File: src/rtl/vga_stream_display.sv
// Streams RGB565 pixels from a valid/ready source onto VGA raster timing; optional macro VGA_UNDERFLOW_COUNT_EN builds the underflow event counter.
// Latency: all vga_* outputs are registered one clock after the raster position that produces them.
// Backpressure: in_ready is high on active cycles when locked; when seeking, non-SOP pixels are drained and an SOP pixel is held until raster (0,0).
module vga_stream_display #(
    parameter int H_ACTIVE = 640,
    parameter int H_FP     = 16,
    parameter int H_SYNC   = 96,
    parameter int H_BP     = 48,
    parameter int V_ACTIVE = 480,
    parameter int V_FP     = 10,
    parameter int V_SYNC   = 2,
    parameter int V_BP     = 33
) (
    input  logic        clock,
    input  logic        reset,
    input  logic [15:0] in_data,
    input  logic        in_valid,
    input  logic        in_sop,
    output logic        in_ready,
    output logic [15:0] vga_rgb,
    output logic        vga_hsync,
    output logic        vga_vsync,
    output logic        vga_valid,
    output logic        underflow,
    output logic [15:0] underflow_count
);

    localparam int H_TOT = H_ACTIVE + H_FP + H_SYNC + H_BP;
    localparam int V_TOT = V_ACTIVE + V_FP + V_SYNC + V_BP;
    localparam int HW    = $clog2(H_TOT);
    localparam int VW    = $clog2(V_TOT);

    localparam logic [HW-1:0] H_LAST = HW'(H_TOT - 1);
    localparam logic [HW-1:0] H_ACT  = HW'(H_ACTIVE);
    localparam logic [HW-1:0] H_SS   = HW'(H_ACTIVE + H_FP);
    localparam logic [HW-1:0] H_SL   = HW'(H_ACTIVE + H_FP + H_SYNC - 1);
    localparam logic [VW-1:0] V_LAST = VW'(V_TOT - 1);
    localparam logic [VW-1:0] V_ACT  = VW'(V_ACTIVE);
    localparam logic [VW-1:0] V_SS   = VW'(V_ACTIVE + V_FP);
    localparam logic [VW-1:0] V_SL   = VW'(V_ACTIVE + V_FP + V_SYNC - 1);

    typedef enum logic [0:0] {
        SEEK   = 1'b0,
        LOCKED = 1'b1
    } state_t;

    state_t          state_q, state_d;
    logic [HW-1:0]   h_q, h_d;
    logic [VW-1:0]   v_q, v_d;
    logic [15:0]     rgb_q, rgb_d;
    logic            hs_q, vs_q, vld_q;
    logic            uf_q;
    logic            rdy_en_q;
    logic            rdy_raw;
    logic            uf_ev;
    logic            active;
    logic            at_origin;

    assign active    = (h_q < H_ACT) && (v_q < V_ACT);
    assign at_origin = (h_q == '0) && (v_q == '0);

    // Raster position: h wraps at end of line, v advances on each h wrap.
    always_comb begin
        h_d = h_q + 1'b1;
        v_d = v_q;
        if (h_q == H_LAST) begin
            h_d = '0;
            v_d = (v_q == V_LAST) ? '0 : v_q + 1'b1;
        end
    end

    // Raster counter registers.
    always_ff @(posedge clock or posedge reset) begin
        if (reset) begin
            h_q <= '0;
            v_q <= '0;
        end else begin
            h_q <= h_d;
            v_q <= v_d;
        end
    end

    // Lock FSM: decides ready, pixel to show and whether this cycle is an underflow event.
    always_comb begin
        state_d = state_q;
        rdy_raw = 1'b0;
        rgb_d   = 16'h0000;
        uf_ev   = 1'b0;
        unique case (state_q)
            SEEK: begin
                // Drain stray pixels; park an SOP pixel until the raster reaches (0,0).
                rdy_raw = ~in_sop | at_origin;
                if (rdy_en_q && in_valid && in_sop && at_origin) begin
                    state_d = LOCKED;
                    rgb_d   = in_data;
                end
            end
            LOCKED: begin
                if (active) begin
                    // A misplaced SOP is left on the bus so it can align to the next frame.
                    rdy_raw = ~(in_valid & in_sop & ~at_origin);
                    if (!in_valid || (in_sop != at_origin)) begin
                        uf_ev   = 1'b1;
                        state_d = SEEK;
                    end else begin
                        rgb_d = in_data;
                    end
                end
            end
            default: state_d = SEEK;
        endcase
    end

    assign in_ready = rdy_raw & rdy_en_q;

    // State register plus ready enable that keeps in_ready low until the first clock out of reset.
    always_ff @(posedge clock or posedge reset) begin
        if (reset) begin
            state_q  <= SEEK;
            rdy_en_q <= 1'b0;
        end else begin
            state_q  <= state_d;
            rdy_en_q <= 1'b1;
        end
    end

    // Registered video outputs, all derived from the same raster position so they stay aligned.
    always_ff @(posedge clock or posedge reset) begin
        if (reset) begin
            rgb_q <= 16'h0000;
            hs_q  <= 1'b1;
            vs_q  <= 1'b1;
            vld_q <= 1'b0;
        end else begin
            rgb_q <= rgb_d;
            hs_q  <= ~((h_q >= H_SS) && (h_q <= H_SL));
            vs_q  <= ~((v_q >= V_SS) && (v_q <= V_SL));
            vld_q <= active;
        end
    end

    // Sticky underflow flag, cleared only by reset.
    always_ff @(posedge clock or posedge reset) begin
        if (reset) begin
            uf_q <= 1'b0;
        end else if (uf_ev) begin
            uf_q <= 1'b1;
        end
    end

`ifdef VGA_UNDERFLOW_COUNT_EN
    logic [15:0] cnt_q;

    // Underflow event counter, saturating at all-ones.
    always_ff @(posedge clock or posedge reset) begin
        if (reset) begin
            cnt_q <= 16'h0000;
        end else if (uf_ev && (cnt_q != 16'hFFFF)) begin
            cnt_q <= cnt_q + 16'd1;
        end
    end

    assign underflow_count = cnt_q;
`else
    assign underflow_count = 16'h0000;
`endif

    assign vga_rgb   = rgb_q;
    assign vga_hsync = hs_q;
    assign vga_vsync = vs_q;
    assign vga_valid = vld_q;
    assign underflow = uf_q;

endmodule

File: config.mk
export PLATFORM = sky130hd
export DESIGN_NAME = vga_stream_display
export DESIGN_NICKNAME = d
export VERILOG_FILES = /design/src/rtl/vga_stream_display.sv
export SDC_FILE = /design/constraint.sdc
export NUM_CORES = 1
export LEC_CHECK = 0
export CORE_MARGIN = 2
export CORE_UTILIZATION = 40
export DETAILED_ROUTE_END_ITERATION = 7
export PLACE_DENSITY = 0.77
export RECOVER_POWER = 50
export SLEW_MARGIN = 15
export SYNTH_ARGS = -nofsm -noshare
export SYNTH_HDL_FRONTEND = slang
export SYNTH_SLANG_ARGS = --single-unit
File: constraint.sdc
create_clock -name clock -period 5.45 [get_ports clock]
set_input_delay 0.545 -clock clock [delete_from_list [all_inputs] [get_ports clock]]
set_output_delay 0.545 -clock clock [all_outputs]
set_load 0.02 [all_outputs]
## After elaboration in Yosys (flattened, before gate mapping)

Cells that the tools add are included.

- Muxes and demuxes: 15
- Bitwise operators: 10
- Reduce and logical (&&, ||, !) cells: 11
- Equality and inequality tests: 3
- Order comparisons: 6
- $add $sub $neg: 2

Operators by type and width:

| cell | number |
|---|---|
| $mux W16 | 3 |
| $pmux W16 S2 | 1 |
| $add A10 B1 Y10 const B | 2 |
| $eq A10 B10 Y1 const B | 2 |
| $logic_not A10 Y1 | 2 |
| $mux W10 | 2 |
| $ge A10 B10 Y1 const B | 1 |
| $ge A10 B9 Y1 const B | 1 |
| $le A10 B10 Y1 const B | 1 |
| $le A10 B9 Y1 const B | 1 |
| $lt A10 B10 Y1 const B | 1 |
| $lt A10 B9 Y1 const B | 1 |
| $logic_and A1 B1 Y1 | 7 |
| $mux W1 | 7 |
| $not A1 Y1 | 6 |
| $pmux W1 S2 | 2 |
| $and A1 B1 Y1 | 3 |
| $logic_not A1 Y1 | 1 |
| $logic_or A1 B1 Y1 | 1 |
| $ne A1 B1 Y1 | 1 |
| $or A1 B1 Y1 | 1 |

- Logic and storage cells: 56
- Output and inout bits: 37
- Register bits: 42
- Input port bits: 20

## Longest topological paths before layout

Gate-level depths: netlist (run 1).

- Word-level depth: 8
- Mapped depth: 10
- Mapped depth without buffers: 10

## Worst setup path after synthesis (run 1)

Ideal clock, no wire load.

- Path type: reg-to-output
- From: register v_q[1]
- To: output in_ready
- Cell stages (with the launch flop): 11
- Required time: 4.905 ns
- Setup slack: 2.460 ns
- Path buffers: 0
- Arrival time: 2.445 ns
- Cells stage by stage: dfrtp_1 -> inv_1 -> ha_1 -> or4b_4 -> nor4_4 -> nand2_1 -> ha_1 -> or2_2 -> o41ai_1 -> nand2_1 -> a41oi_1

- Cells in the longest elaborated chain, start to end: 8

Ends and longest elaborated chain:

| what | RTL line | text |
|---|---|---|
| start, declared | 49 | `logic [VW-1:0] v_q, v_d;` |
| start signal, assigned | 79 | `v_q <= v_d;` |
| parallel branches: the longest is 6 deep, another holds $lt A10 B9 Y1 | - |  |
| $pmux W1 S2 * | 89 | `unique case (state_q)` |
| $and A1 B1 Y1 * | 114 | `assign in_ready = rdy_raw & rdy_en_q;` |
| end, declared | 19 | `output logic in_ready,` |

Mark *: on every way between the ends.

## Final worst setup path (run 1)

Same ends and word-level chain as after synthesis.

==> results of run 1 <==
metal layers:
metal / GRT usage (%) / up-vias / part of all wire (%) / wire length (um)
met4: 4.68 / 0 / 1.2 / 45
met5: 0 / - / 0 / 0
li1: - / 695 / - / -
met3: 4.37 / 5 / 3.8 / 146
met1: 20.5 / 681 / 47 / 1820
met2: 20.6 / 28 / 48 / 1870
cell families (layout without fill, tap and decap cells):
kind of cell | count (synthesis) | after routing | synth area share (%)
XOR/XNOR | 9 | 9 | 3.83
flip-flops | 42 | 42 | 51.2
buffers and inverters | 30 | 58 | 9.07
AO/OA/AOI/OAI | 37 | 37 | 14.4
adder cells (fa/ha/maj) | 5 | 5 | 3.04
multiplexers | 1 | 1 | 0.548
other | 2 | 17 | 0.365
AND/OR/NAND/NOR | 56 | 56 | 17.5
cells in the mapped netlist, drive strengths merged:
master   n
nor4b    1
and3     3
nor2b    1
a41oi    1
nand3    9
clkbuf   2
buf     19
or4b     2
and4     3
dfrtp   40
xnor2    5
o21ai    7
o31ai    2
o21a     1
o31a     1
conb     2
a211oi   1
and4b    1
mux2     1
inv      9
o41ai    1
nand2    6
nor4     4
a21o     4
a21boi  18
nor3b    2
nor4bb   1
nor2     9
dfstp    2
xor2     4
or2      2
nand4    7
ha       5
nor3     2
o22ai    1
nand2b   1
or4      1
and2     1
sequential cells by signal, summed over array words and instances, names as in the netlist:
| register | flops |
|---|---|
| vga_hsync | 1 |
| vga_vsync | 1 |
| state_q | 1 |
| h_q | 10 |
| underflow | 1 |
| v_q | 10 |
| vga_rgb | 16 |
| rdy_en_q | 1 |
| vga_valid | 1 |
power by group through the flow:
stage | clock network, mW | registers (mW) | logic (mW)
6_report | 0.191 | 0.313 | 0.0364
5_1_grt | 0.210 | 0.313 | 0.0403
4_1_cts | 0.197 | 0.313 | 0.0375
3_5_place_dp | 0 | 0.319 | 0.0373
3_3_place_gp | 0 | 0.319 | 0.0371
2_1_floorplan | 0 | 0.319 | 0.0277
cell type report:
cell class	instances	area, sq um
inverter	9	33.8
fill	464	2520
timing repair buffer	41	404
multi-input combinational	125	867
sequential	42	1050
tap	70	87.6
clock buffer	8	80.1
critical path, cell delays in order, from the launching register on:
cell and delay [ns]:
dfrtp_1 0.39, inv_1 0.11, ha_1 0.14, or4b_4 0.47, nor4_4 0.30, nand2_1 0.12
ha_1 0.21, or2_2 0.30, o41ai_1 0.06, nand2_1 0.08, a41oi_1 0.16, clkdlybuf4s50_1 0.64
worst min path at each step:
stage / start / endpoint / slack (ns) / cells after the start
6_report: underflow / underflow / 0.48 / 1
5_1_grt: underflow / underflow / 0.50 / 1
4_1_cts: underflow / underflow / 0.48 / 1
3_5_place_dp: underflow / underflow / 0.45 / 1
3_3_place_gp: underflow / underflow / 0.44 / 1
2_1_floorplan: h_q[0] / h_q[0] / 0.47 / 1
==> summary.md, run 1 <==
| Metric | Value |
|---|---|
| Clock skew | `0.00967 ns` |
| Worst reg2reg setup slack | `2.35 ns` |
| Remaining DRCs | `0` |
| Cell count of the worst reg-to-reg path | `8` |
| Critical Path End | `in_ready` |
| Startpoint types | `register` |
| Cts hold-fix bufs | `0` |
| Die W | `75.7 um` |
| Hold Fails Final Rpt | `0` |
| Max-slew headroom | `-44.8%` |
| Total global routing overflow | `0` |
| CP arrival | `3.28 ns` |
| Avg Vias per Cell | `4.78` |
| Largest cells by area after synthesis | `dfrtp_1, buf_4, a21boi_2` |
| CP startpoint | `v_q[1]` |
| Final WS setup | `1.63 ns` |
| FF-to-FF End | `vga_rgb[3]` |
| Peak supply drop | `0.124 mV` |
| Io pins | `57` |
| Commonest non-fill, non-tap cell in the layout | `dfrtp_1` |
| Switching portion of total power | `22.3%` |
| TritonCTS clock tree | `yes` |
| Slew Limit Fails | `43` |
| Most frequent cells in the layout | `dfrtp_1, clkdlybuf4s50_1, conb_1` |
| Placed insts | `287` |
| Failing checks | `max-capacitance violations, max-slew violations` |
| Post-CTS Setup Repair Bufs | `0` |
| Post-DP Area | `2450 sq um` |
| Initial Util | `40.8%` |
| Area share of the leading cell type in the synthesized netlist | `48.7%` |
| Flops & latches, synth | `42` |
| Die footprint | `5730 sq um` |
| Crit path max fanout | `3` |
| Num Clock Sinks | `42` |
| Post-Syn Area | `2060 sq um` |
| GRT Resource Usage Total | `14.3%` |
| First-pass GRT wire length | `6.17 mm` |
| Post-layout power | `540 uW` |
| Layout cell share with drive strength beyond 1 | `10.7%` |
| Outcome | `finished, violations left` |
| Detail Placement HPWL | `2.76 mm` |
| Gate power share | `6.8%` |
| DR WL/cell | `13.2 um` |
| Number of global-route vias before repair | `1255` |
| Mapped Cells | `182` |
| Crit Path Category | `reg2out` |
| Reg2reg start | `v_q[1]` |
| TNS Setup | `0 ns` |
| Initial antenna violation count | `0` |
| Pre-Repair DR Iteration Count | `4` |
| Final instance area | `2530 sq um` |
| PD cells | `214 nW/um^2` |
| DRT Wirelength | `3.88 mm` |
| Flop pwr share | `57.9%` |
| CTS clk-pin slew, worst paths | `0.08 ns` |
| TritonCTS Buffers | `5` |
| Setup repair after global routing missed its margin | `no` |
| CTS resizes | `0` |
| Routability cong. | `0.755` |
| Synth Warn # | `0` |
| Worst Tran Pin Value | `2.17 ns` |
| Starting DRC count in detailed routing | `46` |
| Num rows | `26` |
| Synth area leader | `dfrtp_1` |
| Internal | `420 uW` |
| Post-Place Setup Slack | `1.94 ns` |
| Leak Pwr | `1.11 nW` |
| WHS | `0.476 ns` |
| Clk root buf | `clkbuf_8` |
| Core Area | `5040 sq um` |
| Largest net degree at the start of global routing | `43` |
| Vias | `1409` |
| Die span in y | `75.7 um` |
| # port buffers | `40` |
| Final period utilization | `70.2%` |
| Routed Antenna Nets | `0` |
| Sw power | `120 uW` |
| Clock tree buffer depth | `2` |
| Fmax | `262 MHz` |
| Register area share after synthesis | `51.2%` |
| Clock Latency Late Sink | `0.30 ns` |
| Net count, final | `249` |
| Max Cap Violations | `1` |
| Final Util | `50.1%` |
| Min-Delay Path Class | `reg2reg` |
| # setup viols final | `0` |
| Clk pwr share | `35.3%` |
| Worst endpoint required time | `4.91 ns` |
| Htree depth | `2` |
| Non-Filler Instances | `295` |
| Unique masters post-synth | `47` |
| Number of diodes | `0` |
| Final min period | `3.82 ns` |
| Post-synthesis average cell area | `11.3 sq um` |
| Synth-to-Final Area Change | `22.9%` |
| Crit end category | `output port` |
Note: power is estimated with default switching activity, not from simulation.
==> run 2, diff against run 1 <==
--- a/config.mk
+++ b/config.mk
@@ -8,7 +8,7 @@
 export CORE_MARGIN = 2
 export CORE_UTILIZATION = 40
 export DETAILED_ROUTE_END_ITERATION = 7
-export PLACE_DENSITY = 0.77
+export PLACE_DENSITY = 0.79
 export RECOVER_POWER = 50
 export SLEW_MARGIN = 15
 export SYNTH_ARGS = -nofsm -noshare
==> constraint.sdc (replaced) <==
create_clock -name clock -period 3.1 [get_ports clock]
set_input_delay 0.31 -clock clock [delete_from_list [all_inputs] [get_ports clock]]
set_output_delay 0.31 -clock clock [all_outputs]
set_load 0.02 [all_outputs]
==> run 2 against run 1 <==
Net effect:
- the flow still finishes with violations (max-capacitance violations, max-slew violations)
- clock skew down 0.0054 ns
- die area unchanged
- critical path depth unchanged
==> summary.md, run 2 (same netlist as run 1, synthesis figures left out) <==
| Metric | Value |
|---|---|
| # port buffers | `40` |
| Core Area | `5040 sq um` |
| Hold Fails Final Rpt | `0` |
| Clock skew | `0.00427 ns` |
| Htree depth | `2` |
| Clock tree buffer depth | `2` |
| Io pins | `57` |
| Final period utilization | `95.7%` |
| Worst Tran Pin Value | `2.21 ns` |
| Min-Delay Path Class | `reg2reg` |
| Final Util | `53.4%` |
| Outcome | `finished, violations left` |
| Avg Vias per Cell | `4.87` |
| Die span in y | `75.7 um` |
| Final min period | `2.97 ns` |
| Routability cong. | `0.816` |
| Cts hold-fix bufs | `0` |
| Die W | `75.7 um` |
| Total global routing overflow | `0` |
| TNS Setup | `0 ns` |
| Flop pwr share | `58.8%` |
| PD cells | `348 nW/um^2` |
| Largest net degree at the start of global routing | `43` |
| GRT Resource Usage Total | `14.9%` |
| WHS | `0.475 ns` |
| Starting DRC count in detailed routing | `102` |
| Switching portion of total power | `22.1%` |
| Commonest non-fill, non-tap cell in the layout | `dfrtp_1` |
| Detail Placement HPWL | `2.91 mm` |
| Number of global-route vias before repair | `1407` |
| Flip-flop count of the largest register after layout | `16` |
| Clk pwr share | `34.3%` |
| Vias | `1539` |
| Net count, final | `271` |
| CP arrival | `2.66 ns` |
| Internal | `729 uW` |
| Fmax | `337 MHz` |
| Number of diodes | `0` |
| Pre-Repair DR Iteration Count | `6` |
| Leak Pwr | `1.23 nW` |
| Remaining DRCs | `0` |
| Max-slew headroom | `-47.6%` |
| Sw power | `207 uW` |
| CTS clk-pin slew, worst paths | `0.07 ns` |
| Initial Util | `40.8%` |
| Clock Latency Late Sink | `0.28 ns` |
| Slew Limit Fails | `43` |
| DRT Wirelength | `4.01 mm` |
| TritonCTS clock tree | `yes` |
| Die footprint | `5730 sq um` |
| Peak supply drop | `0.184 mV` |
| Startpoint types | `register` |
| DR WL/cell | `12.7 um` |
| Synth-to-Final Area Change | `30.9%` |
| Crit end category | `output port` |
| Num Clock Sinks | `42` |
| Num rows | `26` |
| Crit path max fanout | `2` |
| Clk root buf | `clkbuf_8` |
| Layout cell share with drive strength beyond 1 | `19.9%` |
| Initial antenna violation count | `0` |
| Crit Path Category | `reg2out` |
| Worst endpoint required time | `2.79 ns` |
| Failing checks | `max-capacitance violations, max-slew violations` |
| Max Cap Violations | `1` |
| FILL cells | `451` |
| Gate power share | `6.9%` |
| Setup repair after global routing missed its margin | `no` |
| Routed Antenna Nets | `0` |
| Most frequent cells in the layout | `dfrtp_1, clkdlybuf4s50_1, buf_4, conb_1` |
| # setup viols final | `0` |
| TritonCTS Buffers | `5` |
| First-pass GRT wire length | `6.52 mm` |
==> run 2: changes by cell type in the layout (fill, tap and decap cells not counted), sizes merged <==
cell and change:
clkinv +2, buf +20, dlygate4sd3 +2, clkdlybuf4s50 -3
==> run 2: cell type report <==
type                            instances  area, sq um  share of cell area (%)
Sequential cell                        42         1050                    39.1
Multi-Input combinational cell        125          882                    32.8
Timing Repair Buffer                   63          556                    20.6
Tap cell                               70         87.6                    3.25
Clock buffer                            5         68.8                    2.56
Inverter                                9         33.8                    1.26
Clock inverter                          2         10.0                   0.372
==> run 2: layer usage <==
layer / GRT usage [%] / wire length, um
met1: 20.2 / 1670
met5: 0 / 0
met2: 23.5 / 2090
met4: 5.26 / 52
met3: 3.44 / 188
==> run 2: path summary, 6_finish.rpt <==
check                               start         end  slack, ns  cells after the start
min in group asynchronous           reset      h_q[4]       1.29                      3
worst min-delay path            underflow   underflow       0.48                      1
worst min register to register  underflow   underflow       0.48                      1
max in group asynchronous           reset      v_q[3]       0.54                      3
worst max register to register     h_q[0]  vga_rgb[3]       0.83                      9
worst max-delay path               h_q[0]    in_ready       0.13                     11
==> run 2: stage by stage <==
step	power (mW)	setup slack, ns	cells	cell area, sq um
after floorplan	0.610	0.345	197	2110
after detailed placement	0.626	-0.0639	308	2610
final	0.936	0.133	316	2690
after global routing	0.978	0.00448	316	2690
after CTS	0.947	0.0621	315	2690
after global placement	0.625	-0.0460	308	2610
==> run 2: worst max-delay path: stages (launching register included) <==
cell and delay (ns):
dfrtp_1 0.38, inv_1 0.06, ha_1 0.12, or4b_4 0.47, nor4_4 0.24, nand2_1 0.11
ha_1 0.20, or2_2 0.31, o41ai_1 0.07, nand2_1 0.10, a41oi_2 0.15, buf_4 0.16
==> run 2: what timing repair did <==
action,CTS,global route
setup buffers,0,1
pin swaps,0,1
gates resized for setup,5,4
setup endpoints to repair,1,1
==> run 2: power by group through the flow <==
stage	logic, mW	registers (mW)	clock network [mW]
floorplan	0.0487	0.561	0
global placement	0.0649	0.560	0
detailed placement	0.0656	0.560	0
CTS	0.0651	0.550	0.332
global route	0.0709	0.550	0.357
finish	0.0647	0.550	0.321
==> run 3, diff against run 2 <==
--- a/config.mk
+++ b/config.mk
@@ -14,3 +14,4 @@
 export SYNTH_ARGS = -nofsm -noshare
 export SYNTH_HDL_FRONTEND = slang
 export SYNTH_SLANG_ARGS = --single-unit
+export TNS_END_PERCENT = 10
==> results of run 3 <==
Same layout as run 2: the final DEF is identical, and so are final timing and power.
